### config.mk
export PLATFORM = sky130hd
export DESIGN_NAME = leitor_matriz_botoes
export DESIGN_NICKNAME = d
export VERILOG_FILES = /design/src/rtl/leitor_matriz_botoes.sv
export SDC_FILE = /design/constraint.sdc
export NUM_CORES = 1
export LEC_CHECK = 0
export BUFFER_PORTS_ARGS = -buffer_cell sky130_fd_sc_hd__buf_4
export CELL_PAD_IN_SITES_DETAIL_PLACEMENT = 1
export CELL_PAD_IN_SITES_GLOBAL_PLACEMENT = 2
export CORE_ASPECT_RATIO = 1.4
export CORE_UTILIZATION = 36
export DETAILED_ROUTE_END_ITERATION = 12
export GPL_TIMING_DRIVEN = 0
export PLACE_DENSITY = 0.79
export SYNTH_ARGS = -nofsm -noshare
export SYNTH_HDL_FRONTEND = slang
export SYNTH_SLANG_ARGS = --single-unit
### constraint.sdc
create_clock -name clock -period 2.7 [get_ports clock]
set_clock_uncertainty 0.15 [all_clocks]
set_input_delay 0.135 -clock clock [delete_from_list [all_inputs] [get_ports clock]]
set_output_delay 0.135 -clock clock [all_outputs]
set_load 0.03 [all_outputs]
### src/rtl/leitor_matriz_botoes.sv
// leitor_matriz_botoes: 2x4 active-low button matrix scanner with
// frame-based debouncing and one-cycle press events.
module leitor_matriz_botoes #(
    parameter int SCAN_DIV       = 4,
    parameter int DEBOUNCE_SCANS = 3
) (
    input  logic       clock,
    input  logic       reset,
    input  logic [3:0] colunas_entrada,
    output logic [1:0] linhas_varredura,
    output logic [7:0] botoes,
    output logic [7:0] pulso,
    output logic       quadro_fim,
    output logic [1:0] db_estado
);

    localparam logic [1:0] INICIO   = 2'b00;
    localparam logic [1:0] LINHA0   = 2'b01;
    localparam logic [1:0] LINHA1   = 2'b10;
    localparam logic [1:0] ATUALIZA = 2'b11;

    localparam logic [7:0] ULT_CICLO = 8'(SCAN_DIV - 1);
    localparam logic [3:0] EST_MAX   = 4'(DEBOUNCE_SCANS - 1);

    logic [1:0] estado_q, estado_d;
    logic [7:0] cont_q, cont_d;
    logic [3:0] sinc1_q, sinc2_q;
    logic [7:0] quadro_q, quadro_d;
    logic [7:0] anterior_q, anterior_d;
    logic [3:0] estavel_q, estavel_d;
    logic [7:0] botoes_q, botoes_d;
    logic [7:0] pulso_q, pulso_d;
    logic       fim_q, fim_d;
    logic [1:0] linhas_q, linhas_d;
    logic       fim_linha;

    assign fim_linha = (cont_q == ULT_CICLO);

    always_comb begin
        estado_d   = estado_q;
        cont_d     = cont_q + 8'd1;
        quadro_d   = quadro_q;
        anterior_d = anterior_q;
        estavel_d  = estavel_q;
        botoes_d   = botoes_q;
        pulso_d    = '0;
        unique case (estado_q)
            INICIO: estado_d = LINHA0;
            LINHA0: begin
                if (fim_linha) begin
                    estado_d      = LINHA1;
                    quadro_d[3:0] = ~sinc2_q;
                end
            end
            LINHA1: begin
                if (fim_linha) begin
                    estado_d      = ATUALIZA;
                    quadro_d[7:4] = ~sinc2_q;
                end
            end
            ATUALIZA: begin
                estado_d   = LINHA0;
                anterior_d = quadro_q;
                if (quadro_q == anterior_q) begin
                    if (estavel_q != EST_MAX)
                        estavel_d = estavel_q + 4'd1;
                end else begin
                    estavel_d = '0;
                end
                // Accept only once the frame has been seen unchanged long enough
                if (estavel_d == EST_MAX) begin
                    botoes_d = quadro_q;
                    pulso_d  = quadro_q & ~botoes_q;
                end
            end
            default: estado_d = INICIO;
        endcase
        if (estado_d != estado_q)
            cont_d = '0;
    end

    // Row drive and strobe are registered from the next state to stay glitch-free
    always_comb begin
        linhas_d = 2'b11;
        unique case (estado_d)
            LINHA0:  linhas_d = 2'b10;
            LINHA1:  linhas_d = 2'b01;
            default: linhas_d = 2'b11;
        endcase
        fim_d = (estado_d == ATUALIZA);
    end

    always_ff @(posedge clock) begin
        if (!reset) begin
            estado_q   <= INICIO;
            cont_q     <= '0;
            sinc1_q    <= 4'b1111;
            sinc2_q    <= 4'b1111;
            quadro_q   <= '0;
            anterior_q <= '0;
            estavel_q  <= '0;
            botoes_q   <= '0;
            pulso_q    <= '0;
            fim_q      <= 1'b0;
            linhas_q   <= 2'b11;
        end else begin
            estado_q   <= estado_d;
            cont_q     <= cont_d;
            sinc1_q    <= colunas_entrada;
            sinc2_q    <= sinc1_q;
            quadro_q   <= quadro_d;
            anterior_q <= anterior_d;
            estavel_q  <= estavel_d;
            botoes_q   <= botoes_d;
            pulso_q    <= pulso_d;
            fim_q      <= fim_d;
            linhas_q   <= linhas_d;
        end
    end

    assign linhas_varredura = linhas_q;
    assign botoes           = botoes_q;
    assign pulso            = pulso_q;
    assign quadro_fim       = fim_q;
    assign db_estado        = estado_q;

endmodule

==> impl_metrics.py, run 1 <==
metrics = {
    "status": {
        "status": "complete, no violations",
    },
    "placed_design": {
        "postPlaceCellArea_um2": 2580,
        "place_congestion": 0.731,
        "io_buffers": 26,
        "dp.cells": 337,
        "dpl.hpwl_um": 3480,
    },
    "power_and_ir_drop": {
        "leakage_nw": 1.10,
        "vdd_drop_max_mv": 0.363,
        "powerDensity_nw_per_um2": 737,
    },
    "clock_tree": {
        "cts.sink_count": 57,
        "htree_levels": 3,
        "cts_buffers": 9,
        "postCtsSetupRepairBufs": 0,
        "cts_tree": "done",
        "cts_root_buf": "clkbuf_8",
        "path_clk_slew_ns": 0.07,
        "worst_skew_pair.late_latency_ns": 0.34,
        "clockBufferDepth": 2,
    },
    "hold_path": {
        "hp-class": "reg2reg",
        "min_from": "sinc1_q[2]$_SDFF_PN1_",
        "whs_endpoint": "sinc2_q[2]$_SDFF_PN1_",
        "whs_path_depth": 1,
    },
    "critical_path": {
        "crit_slowest_cell": "dfxtp_1",
        "cp_max_fo": 8,
        "crit_arrival_ns": 2.44,
        "critical-path-top-delay-family": "simple AND/OR/NAND/NOR gates",
        "cp-start-kind": "register",
        "ff2ff_setup_slack_ns": 0.36,
        "reg2reg_to": "pulso[3]$_SDFF_PN0_",
        "path_cells": "ha_1, or2b_2, nor4_1, nand3_1, nor3b_1",
        "crit_required_ns": 2.80,
        "path_buf_inv": 0,
        "reg2reg_depth": 5,
        "cp.depth": 5,
        "setup.worst_path.class": "reg2reg",
        "endpoint_kind": "register",
        "crit_path_max_incr_delay_ns": 0.49,
        "reg2reg_from": "db_estado[0]$_SDFF_PN0_",
    },
    "drt": {
        "route.detailed.drc": 0,
        "firstDrtPassIters": 4,
        "ant_nets": 0,
        "totalWireLength_um": 4910,
        "avgRoutedWirePerCell_um": 13.6,
        "drt_iter0_drc": 40,
        "avgViaCountPerCell": 4.94,
        "vias": 1785,
    },
    "global_routing": {
        "grt_max_degree": 11,
        "antenna_found_initial": 0,
        "overflow": 0,
        "grt_pass1_vias": 1633,
        "grt_pass1_wl_um": 7780,
        "globalRouteTotalUtil": 0.155,
    },
    "synthesis": {
        "avgSynthCellArea_um2": 9.61,
        "synth_ff_type": "dfxtp_1",
        "syn_inst": 239,
        "synthesis.area_um2": 2300,
        "synthArstFlopShare": 0,
        "synth_edf_count": 0,
        "ys_ff_latch": 57,
        "ys_seq_area_frac": 0.497,
        "synth_nets": 252,
        "ys_warn_count": 0,
        "ys_types": 38,
    },
    "layout": {
        "areaGrowthSynthToFinish_pct": 24.9,
        "final_design_area_no_fill_um2": 2870,
        "antennaDiodeCount": 0,
        "layout-drive-gt1-share": 0.170,
        "nets": 297,
        "instances_no_fill": 361,
    },
    "floorplan": {
        "die_h_um": 96.5,
        "die-area_um2": 6710,
        "core_area_um2": 6170,
        "io_pins": 27,
        "die_w_um": 69.5,
        "placementRows": 34,
        "start_util": 0.372,
    },
    "sta": {
        "fin_setup_tns_ns": 0,
        "hold_viol": 0,
        "drv_slew": 0,
        "min_period_over_period": 0.865,
        "rsz0062_at_grt": "false",
        "tightestPinTransition_ns": 0.709,
        "slew_headroom": 0.528,
        "fin_crit_ns": 2.34,
        "fmax_mhz": 428,
        "setup_violations": 0,
    },
    "run": {
        "cap_viol_max_count": 0,
    },
}
## per-layer routing
layer	track usage	routed length (µm)	vias to the layer above
met2	0.279	2650	18
met4	0.102	121	0
li1	-	-	888
met1	0.166	2040	869
met3	0.0311	104	10
met5	0	0	-
## worst register-to-register path, stage by stage (launching register included)
cell     delay [ns]
dfxtp_1        0.49
ha_1           0.33
or2b_2         0.34
nor4_1         0.26
nand3_1        0.39
nor3b_1        0.31
## how the worst max path moves through the flow
stage / start / endpoint / slack [ns]
floorplan: db_estado[0]$_SDFF_PN0_ / pulso[0]$_SDFF_PN0_ / 0.60
global placement: db_estado[0]$_SDFF_PN0_ / pulso[5]$_SDFF_PN0_ / 0.33
detailed placement: db_estado[0]$_SDFF_PN0_ / pulso[1]$_SDFF_PN0_ / 0.32
CTS: db_estado[0]$_SDFF_PN0_ / pulso[1]$_SDFF_PN0_ / 0.29
global route: db_estado[0]$_SDFF_PN0_ / pulso[1]$_SDFF_PN0_ / 0.07
finish: db_estado[0]$_SDFF_PN0_ / pulso[3]$_SDFF_PN0_ / 0.36
## flip-flops by register name, indices dropped and copies added (netlist names)
register / count
sinc2_q: 4
botoes: 8
quadro_q: 8
linhas_varredura: 2
pulso: 8
quadro_fim: 1
cont_q: 8
db_estado: 2
anterior_q: 8
sinc1_q: 4
estavel_q: 4
## cells in the mapped netlist, types with 4 or more instances
| cell | number | share of area |
|---|---|---|
| xnor2_1 | 11 | 0.042 |
| nand2b_1 | 10 | 0.027 |
| mux2i_1 | 16 | 0.070 |
| xor2_1 | 4 | 0.015 |
| inv_1 | 7 | 0.011 |
| nand2_1 | 31 | 0.051 |
| nor3b_1 | 11 | 0.036 |
| and2_1 | 10 | 0.027 |
| nand3_1 | 8 | 0.017 |
| o21ai_0 | 11 | 0.024 |
| dfxtp_1 | 57 | 0.50 |
| nor2_1 | 19 | 0.031 |
| ha_1 | 7 | 0.038 |
## where the power goes
| group | switching (W) | total [W] | internal (W) |
|---|---|---|---|
| Combinational | 0.000219 | 0.000362 | 0.000143 |
| Sequential | 0.0000430 | 0.000934 | 0.000891 |
| Clock | 0.000342 | 0.000819 | 0.000477 |
| Total | 0.000605 | 0.00211 | 0.00151 |
## cell type report
class                   count  area [µm²]
plain buffers               8        51.3
clock buffers              12         155
clock inverters             4        51.3
fillers                   726        3300
inverters                   7        26.3
multi-input cells         167        1080
flip-flops and latches     57        1140
well taps                  72        90.1
repair buffers             34         275
## placed cells by master, fill, tap and decap left out, types with 3 or more instances in the layout
cell	Yosys	layout
dfxtp_1	57	57
ha_1	7	7
nor2b_1	3	3
nor2_1	19	19
and2_1	10	10
nand2b_1	10	10
nor3b_1	11	11
dlygate4sd3_1	0	8
a21oi_1	3	3
inv_1	7	7
buf_4	0	26
xnor2_1	11	11
nand2_1	31	31
clkbuf_8	0	11
xor2_1	4	4
clkbuf_1	2	3
nand3_1	8	8
o21ai_0	11	11
mux2i_1	16	16
## metrics by stage
step	power [W]	hold WS, ns	utilization	setup slack, ns
after floorplan	0.00119	0.0865	-	0.599
after global placement	0.00131	0.175	0.418	0.329
after detailed placement	0.00131	0.173	0.418	0.320
after CTS	0.00215	0.262	0.465	0.293
after global routing	0.00222	0.282	0.465	0.0701
final	0.00211	0.258	0.465	0.363
## timing repair
action | 4_1_cts | 5_1_grt
gates resized for setup | 0 | 0
endpoints found under the hold margin | 5 | 0
hold buffers | 8 | 0
## logic make-up after synthesis
kind of cell / share of synthesized area
fa+ha+maj: 0.0381
xor+xnor: 0.0572
flops: 0.497
mux: 0.0698
compound gates: 0.0627
buf+inv: 0.0338
simple gates: 0.241
(Power assumes the default switching activity.)
==> inputs of run 2 (changes only) <==
CORE_UTILIZATION = 37   (was 36)
CTS_BUF_LIST = sky130_fd_sc_hd__clkbuf_4   (was unset)
PLACE_DENSITY = 0.81   (was 0.79)
==> run 2 against run 1 <==
Power shrank 10%. First-iteration DRC count shrank 15%. Clock power shrank 26%. Worst hold slack lost 0.0025 ns. Fmax shrank 6.5%. Via count shrank 1.2%. Final cell count shrank 0.55%. Non-clock buffer count is the same. Largest power group unchanged.
==> impl_metrics.py, run 2 (synthesized netlist as in run 1, its figures left out) <==
metrics = {
    "status": {
        "status": "complete, no violations",
    },
    "critical_path": {
        "endpoint_kind": "register",
        "cp_max_fo": 8,
        "crit_arrival_ns": 2.66,
        "ff2ff_setup_slack_ns": 0.20,
        "setup.worst_path.class": "reg2reg",
        "cp-start-kind": "register",
        "crit_required_ns": 2.86,
    },
    "global_routing": {
        "grt_pass1_vias": 1740,
        "overflow": 0,
        "grt_max_degree": 11,
        "antenna_found_initial": 0,
        "grt_pass1_wl_um": 8020,
        "globalRouteTotalUtil": 0.174,
    },
    "sta": {
        "setup_violations": 0,
        "rsz0062_at_grt": "false",
        "slew_headroom": 0.545,
        "fin_crit_ns": 2.50,
        "min_period_over_period": 0.926,
        "drv_slew": 0,
        "hold_viol": 0,
        "fin_setup_tns_ns": 0,
        "tightestPinTransition_ns": 0.683,
        "fmax_mhz": 400,
        "hold_ws_ns": 0.255,
    },
    "power_and_ir_drop": {
        "leakage_nw": 1.07,
        "power_w": 0.00190,
        "powerDensity_nw_per_um2": 680,
        "vdd_drop_max_mv": 0.323,
    },
    "clock_tree": {
        "worst_skew_pair.late_latency_ns": 0.41,
        "postCtsSetupRepairBufs": 0,
        "clockBufferDepth": 2,
        "cts_tree": "done",
        "cts_hold_buf": 8,
        "htree_levels": 3,
        "cts.sink_count": 57,
        "cts_buffers": 9,
        "cts_root_buf": "clkbuf_4",
        "post_cts_resized": 0,
        "path_clk_slew_ns": 0.10,
    },
    "drt": {
        "ant_nets": 0,
        "firstDrtPassIters": 2,
        "route.detailed.drc": 0,
        "avgViaCountPerCell": 4.91,
        "vias": 1763,
        "avgRoutedWirePerCell_um": 13.7,
        "totalWireLength_um": 4920,
        "drt_iter0_drc": 34,
    },
    "floorplan": {
        "die_w_um": 68.6,
        "io_pins": 27,
        "placementRows": 33,
        "die_h_um": 95.2,
        "core_area_um2": 5900,
        "die-area_um2": 6530,
        "start_util": 0.389,
    },
    "layout": {
        "areaGrowthSynthToFinish_pct": 21.6,
        "final_design_area_no_fill_um2": 2790,
        "nets": 297,
        "antennaDiodeCount": 0,
        "layout_common_cells": "dfxtp_1 (57), nand2_1 (31), buf_4 (26)",
        "layout-drive-gt1-share": 0.166,
        "layout_commonest_cell": "dfxtp_1",
    },
    "placed_design": {
        "place_congestion": 0.752,
        "postPlaceCellArea_um2": 2580,
        "dpl.hpwl_um": 3410,
        "io_buffers": 26,
    },
    "hold_path": {
        "hp-class": "reg2reg",
    },
    "run": {
        "cap_viol_max_count": 0,
    },
}
-- run 2: cell count changes in the layout (fill, tap and decap cells not counted) --
| cell | previous run | this run |
|---|---|---|
| clkbuf_1 | 3 | 2 |
| clkbuf_4 | 0 | 10 |
| clkbuf_8 | 11 | 0 |
| clkinv_1 | 0 | 2 |
-- run 2: path summary, 6_finish.rpt --
path / end / depth (start not counted) / startpoint
max: pulso[3]$_SDFF_PN0_ / 5 / db_estado[0]$_SDFF_PN0_
min: sinc2_q[3]$_SDFF_PN1_ / 1 / sinc1_q[3]$_SDFF_PN1_
min reg2reg: sinc2_q[3]$_SDFF_PN1_ / 1 / sinc1_q[3]$_SDFF_PN1_
max reg2reg: pulso[3]$_SDFF_PN0_ / 5 / db_estado[0]$_SDFF_PN0_
-- run 2: power by group --
group          switching (W)  internal, W
clock network       0.000320     0.000287
registers          0.0000419     0.000890
logic               0.000219     0.000141
-- run 2: worst max-delay path, cell delays in order, from the launching register on --
cell	delay, ns
dfxtp_1	0.49
ha_1	0.32
or2b_2	0.34
nor4_1	0.33
nand3_1	0.43
nor3b_1	0.35
-- run 2: cell type report --
class / instances / area (µm²)
repair buffers: 34 / 275
clock buffers: 10 / 75.1
inverters: 7 / 26.3
well taps: 70 / 87.6
fillers: 700 / 3110
multi-input cells: 167 / 1080
plain buffers: 8 / 51.3
flip-flops and latches: 57 / 1140
clock inverters: 6 / 58.8
-- run 2: stage by stage --
step | worst slack [ns] | util | instances
after floorplan | 0.599 | - | 239
after global placement | 0.304 | 0.437 | 335
after detailed placement | 0.257 | 0.437 | 335
after CTS | 0.180 | 0.473 | 359
after global routing | 0.0113 | 0.473 | 359
final | 0.201 | 0.473 | 359
-- run 2: routing by layer --
layer / vias to the layer above / part of all wire / GRT usage
li1: 892 / - / -
met1: 843 / 0.42 / 0.184
met2: 22 / 0.53 / 0.300
met3: 6 / 0.030 / 0.0395
met4: 0 / 0.015 / 0.109
met5: - / 0 / 0
==> inputs of run 3 (changes only) <==
ABC_AREA = 1   (was unset)
CORE_UTILIZATION = 35   (was 37)
==> run 3 against run 2 <==
The flow now finishes with violations (DRC). Via count is 7.3% higher. Largest cell class unchanged. Die area is 5.7% higher. Critical path type unchanged. Critical path depth is 4 higher. Utilization is 4.1 points lower. Flip-flop and latch count stayed put. Global-route usage is 0.22 points lower. Clock power is 24% lower. Register-to-register slack better by 0.48 ns. Fmax is 23% higher. Highest routed layer unchanged. First-iteration DRC count is 74% higher.
==> impl_metrics.py, run 3 <==
metrics = {
    "critical_path": {
        "cp-start-kind": "register",
        "crit_slowest_cell": "dfxtp_1",
        "path_cells": "inv_1, ha_1, or2_2, a21oi_1, nand2_2, nand2_2, nand2_2, nand3_4, nor2_1",
        "cp_common_cell": "nand2_2",
        "crit_required_ns": 2.83,
        "crit_path_max_incr_delay_ns": 0.51,
        "crit_arrival_ns": 2.16,
        "endpoint_kind": "register",
        "setup.worst_path.class": "reg2reg",
        "cp_max_fo": 9,
    },
    "synthesis": {
        "ys_warn_count": 0,
        "yosysMostFrequentCell": "dfxtp_1",
        "synth_top_family_by_area": "simple AND/OR/NAND/NOR gates",
        "synth_nets": 296,
        "ys_types": 23,
        "synth_ff_type": "dfxtp_1",
        "avgSynthCellArea_um2": 8.12,
        "synth-simple-area-share": 0.277,
        "synth.top_cells.by_area": "dfxtp_1 (50%), nand2_1 (8.0%), nand3_1 (5.7%), nor2_1 (5.1%), inv_1 (4.7%)",
        "synthArstFlopShare": 0,
        "ys_seq_area_frac": 0.496,
        "ys_top_cells_by_count": "dfxtp_1 (57), nand2_1 (49), nor2_1 (31)",
        "synth_top_area_cell": "dfxtp_1",
        "synth_compound_area_frac": 0.0860,
        "syn_inst": 283,
        "synth_xor_area_frac": 0.0381,
        "synth_top_area_frac": 0.496,
        "synth_edf_count": 0,
        "ys_ff_latch": 57,
        "synthesis.area_um2": 2300,
        "synthAdderAreaFrac": 0.0381,
        "synth_mux_area_frac": 0,
    },
    "floorplan": {
        "die_w_um": 70.5,
        "start_util": 0.365,
        "placementRows": 34,
        "io_pins": 27,
        "die-area_um2": 6900,
        "core_area_um2": 6300,
        "die_h_um": 97.9,
    },
    "clock_tree": {
        "htree_levels": 3,
        "post_cts_resized": 0,
        "cts.sink_count": 57,
        "cts_tree": "done",
        "cts_root_buf": "clkbuf_4",
        "clockBufferDepth": 2,
        "cts_buffers": 9,
        "worst_skew_pair.late_latency_ns": 0.39,
        "path_clk_slew_ns": 0.09,
    },
    "global_routing": {
        "use_met3": 0.0506,
        "grt_pass1_vias": 1946,
        "busiest_layer": "met2",
        "use_met1": 0.185,
        "overflow": 0,
        "grt_max_degree": 11,
        "antenna_found_initial": 0,
        "grt_util_met2": 0.306,
        "grt_pass1_wl_um": 8960,
        "globalRouteTotalUtil": 0.171,
    },
    "status": {
        "violations": "DRC",
        "status": "finished with violations",
    },
    "power_and_ir_drop": {
        "powerDensity_nw_per_um2": 723,
        "vdd_drop_max_mv": 0.406,
        "leakage_nw": 1.24,
    },
    "layout": {
        "areaGrowthSynthToFinish_pct": 18.5,
        "instances_no_fill": 399,
        "layout_common_cells": "dfxtp_1 (57), nand2_1 (49), nor2_1 (31)",
        "antennaDiodeCount": 0,
        "layout-drive-gt1-share": 0.183,
        "nets": 338,
        "layout_commonest_cell": "dfxtp_1",
    },
    "sta": {
        "tightestPinTransition_ns": 0.505,
        "hold_ws_ns": 0.270,
        "fin_crit_ns": 2.02,
        "drv_slew": 0,
        "setup_violations": 0,
        "min_period_over_period": 0.750,
        "rsz0062_at_grt": "false",
        "hold_viol": 0,
        "fin_setup_tns_ns": 0,
        "slew_headroom": 0.663,
        "fmax_mhz": 494,
    },
    "drt": {
        "avgViaCountPerCell": 4.74,
        "drt_iter0_drc": 59,
        "firstDrtPassIters": 8,
        "route.detailed.drc": 2,
        "avgRoutedWirePerCell_um": 12.9,
        "vias": 1892,
        "totalWireLength_um": 5130,
        "ant_nets": 0,
    },
    "placed_design": {
        "io_buffers": 25,
        "dp.cells": 380,
        "dpl.hpwl_um": 3900,
        "place_congestion": 0.727,
    },
    "hold_path": {
        "hp-class": "reg2reg",
    },
    "run": {
        "cap_viol_max_count": 0,
    },
}
## run 3: cell count changes after synthesis, sizes merged, moves of 7 or more
cell | before | now
nand2b | 10 | 0
or2 | 0 | 10
nor2 | 19 | 35
o21ai | 12 | 19
nor3b | 12 | 0
and2 | 10 | 0
nand3 | 8 | 30
nand2 | 31 | 54
inv | 7 | 30
a21oi | 3 | 19
xnor2 | 11 | 4
mux2i | 16 | 0
## run 3: layer usage
metal / up-vias / wire length [µm]
met2: 21 / 2680
met5: - / 0
met3: 9 / 121
li1: 981 / -
met4: 0 / 119
met1: 881 / 2210
## run 3: area by class of cell
| cell class | count | area, µm² |
|---|---|---|
| repair buffers | 31 | 248 |
| fillers | 796 | 3570 |
| plain buffers | 7 | 36.3 |
| clock inverters | 3 | 11.3 |
| well taps | 72 | 90.1 |
| clock buffers | 10 | 75.1 |
| flip-flops and latches | 57 | 1140 |
| inverters | 30 | 113 |
| multi-input cells | 189 | 1010 |
## run 3: path summary, 6_finish.rpt
kind / slack, ns / from / depth (start not counted) / end
setup / recovery: 0.68 / db_estado[0]$_SDFF_PN0_ / 9 / cont_q[3]$_SDFF_PP0_
hold / removal: 0.27 / sinc1_q[3]$_SDFF_PN1_ / 1 / sinc2_q[3]$_SDFF_PN1_
setup reg to reg: 0.68 / db_estado[0]$_SDFF_PN0_ / 9 / cont_q[3]$_SDFF_PP0_
hold reg to reg: 0.27 / sinc1_q[3]$_SDFF_PN1_ / 1 / sinc2_q[3]$_SDFF_PN1_
## run 3: power by group
part           internal (W)  total (W)  switching, W  leakage (nW)
Combinational      0.000193   0.000536      0.000343         0.722
Clock              0.000176   0.000459      0.000283        0.0507
Sequential         0.000912   0.000973     0.0000616         0.463
Total               0.00128    0.00197      0.000687          1.24
## run 3: worst max-delay path, delay by kind of cell, from the launching register on
family,cells,cell delay [ns]
and+or+nand+nor,6,0.79
DFF,1,0.51
adders and majority gates,1,0.23
AOI/OAI and AO/OA,1,0.16
buffers and inverters,1,0.08
## run 3: through the flow
| stage | util | area (µm²) | total power [W] | setup WS [ns] |
|---|---|---|---|---|
| finish | 0.432 | 2720 | 0.00197 | 0.676 |
| detailed placement | 0.409 | 2580 | 0.00154 | 0.659 |
| global route | 0.432 | 2720 | 0.00212 | 0.505 |
| floorplan | - | 2300 | 0.00138 | 0.671 |
| global placement | 0.409 | 2580 | 0.00153 | 0.708 |
| CTS | 0.432 | 2720 | 0.00201 | 0.648 |
## run 3: timing repair
action,in CTS,in global routing
setup endpoints to repair,0,0
endpoints found under the hold margin,23,0
setup buffers,0,0
hold buffers,6,0
## run 3: logic make-up after synthesis
group	count (synthesis)
XOR/XNOR	10
AO/OA/AOI/OAI	39
buffers and inverters	37
AND/OR/NAND/NOR	133
adder cells (fa/ha/maj)	7
flip-flops	57
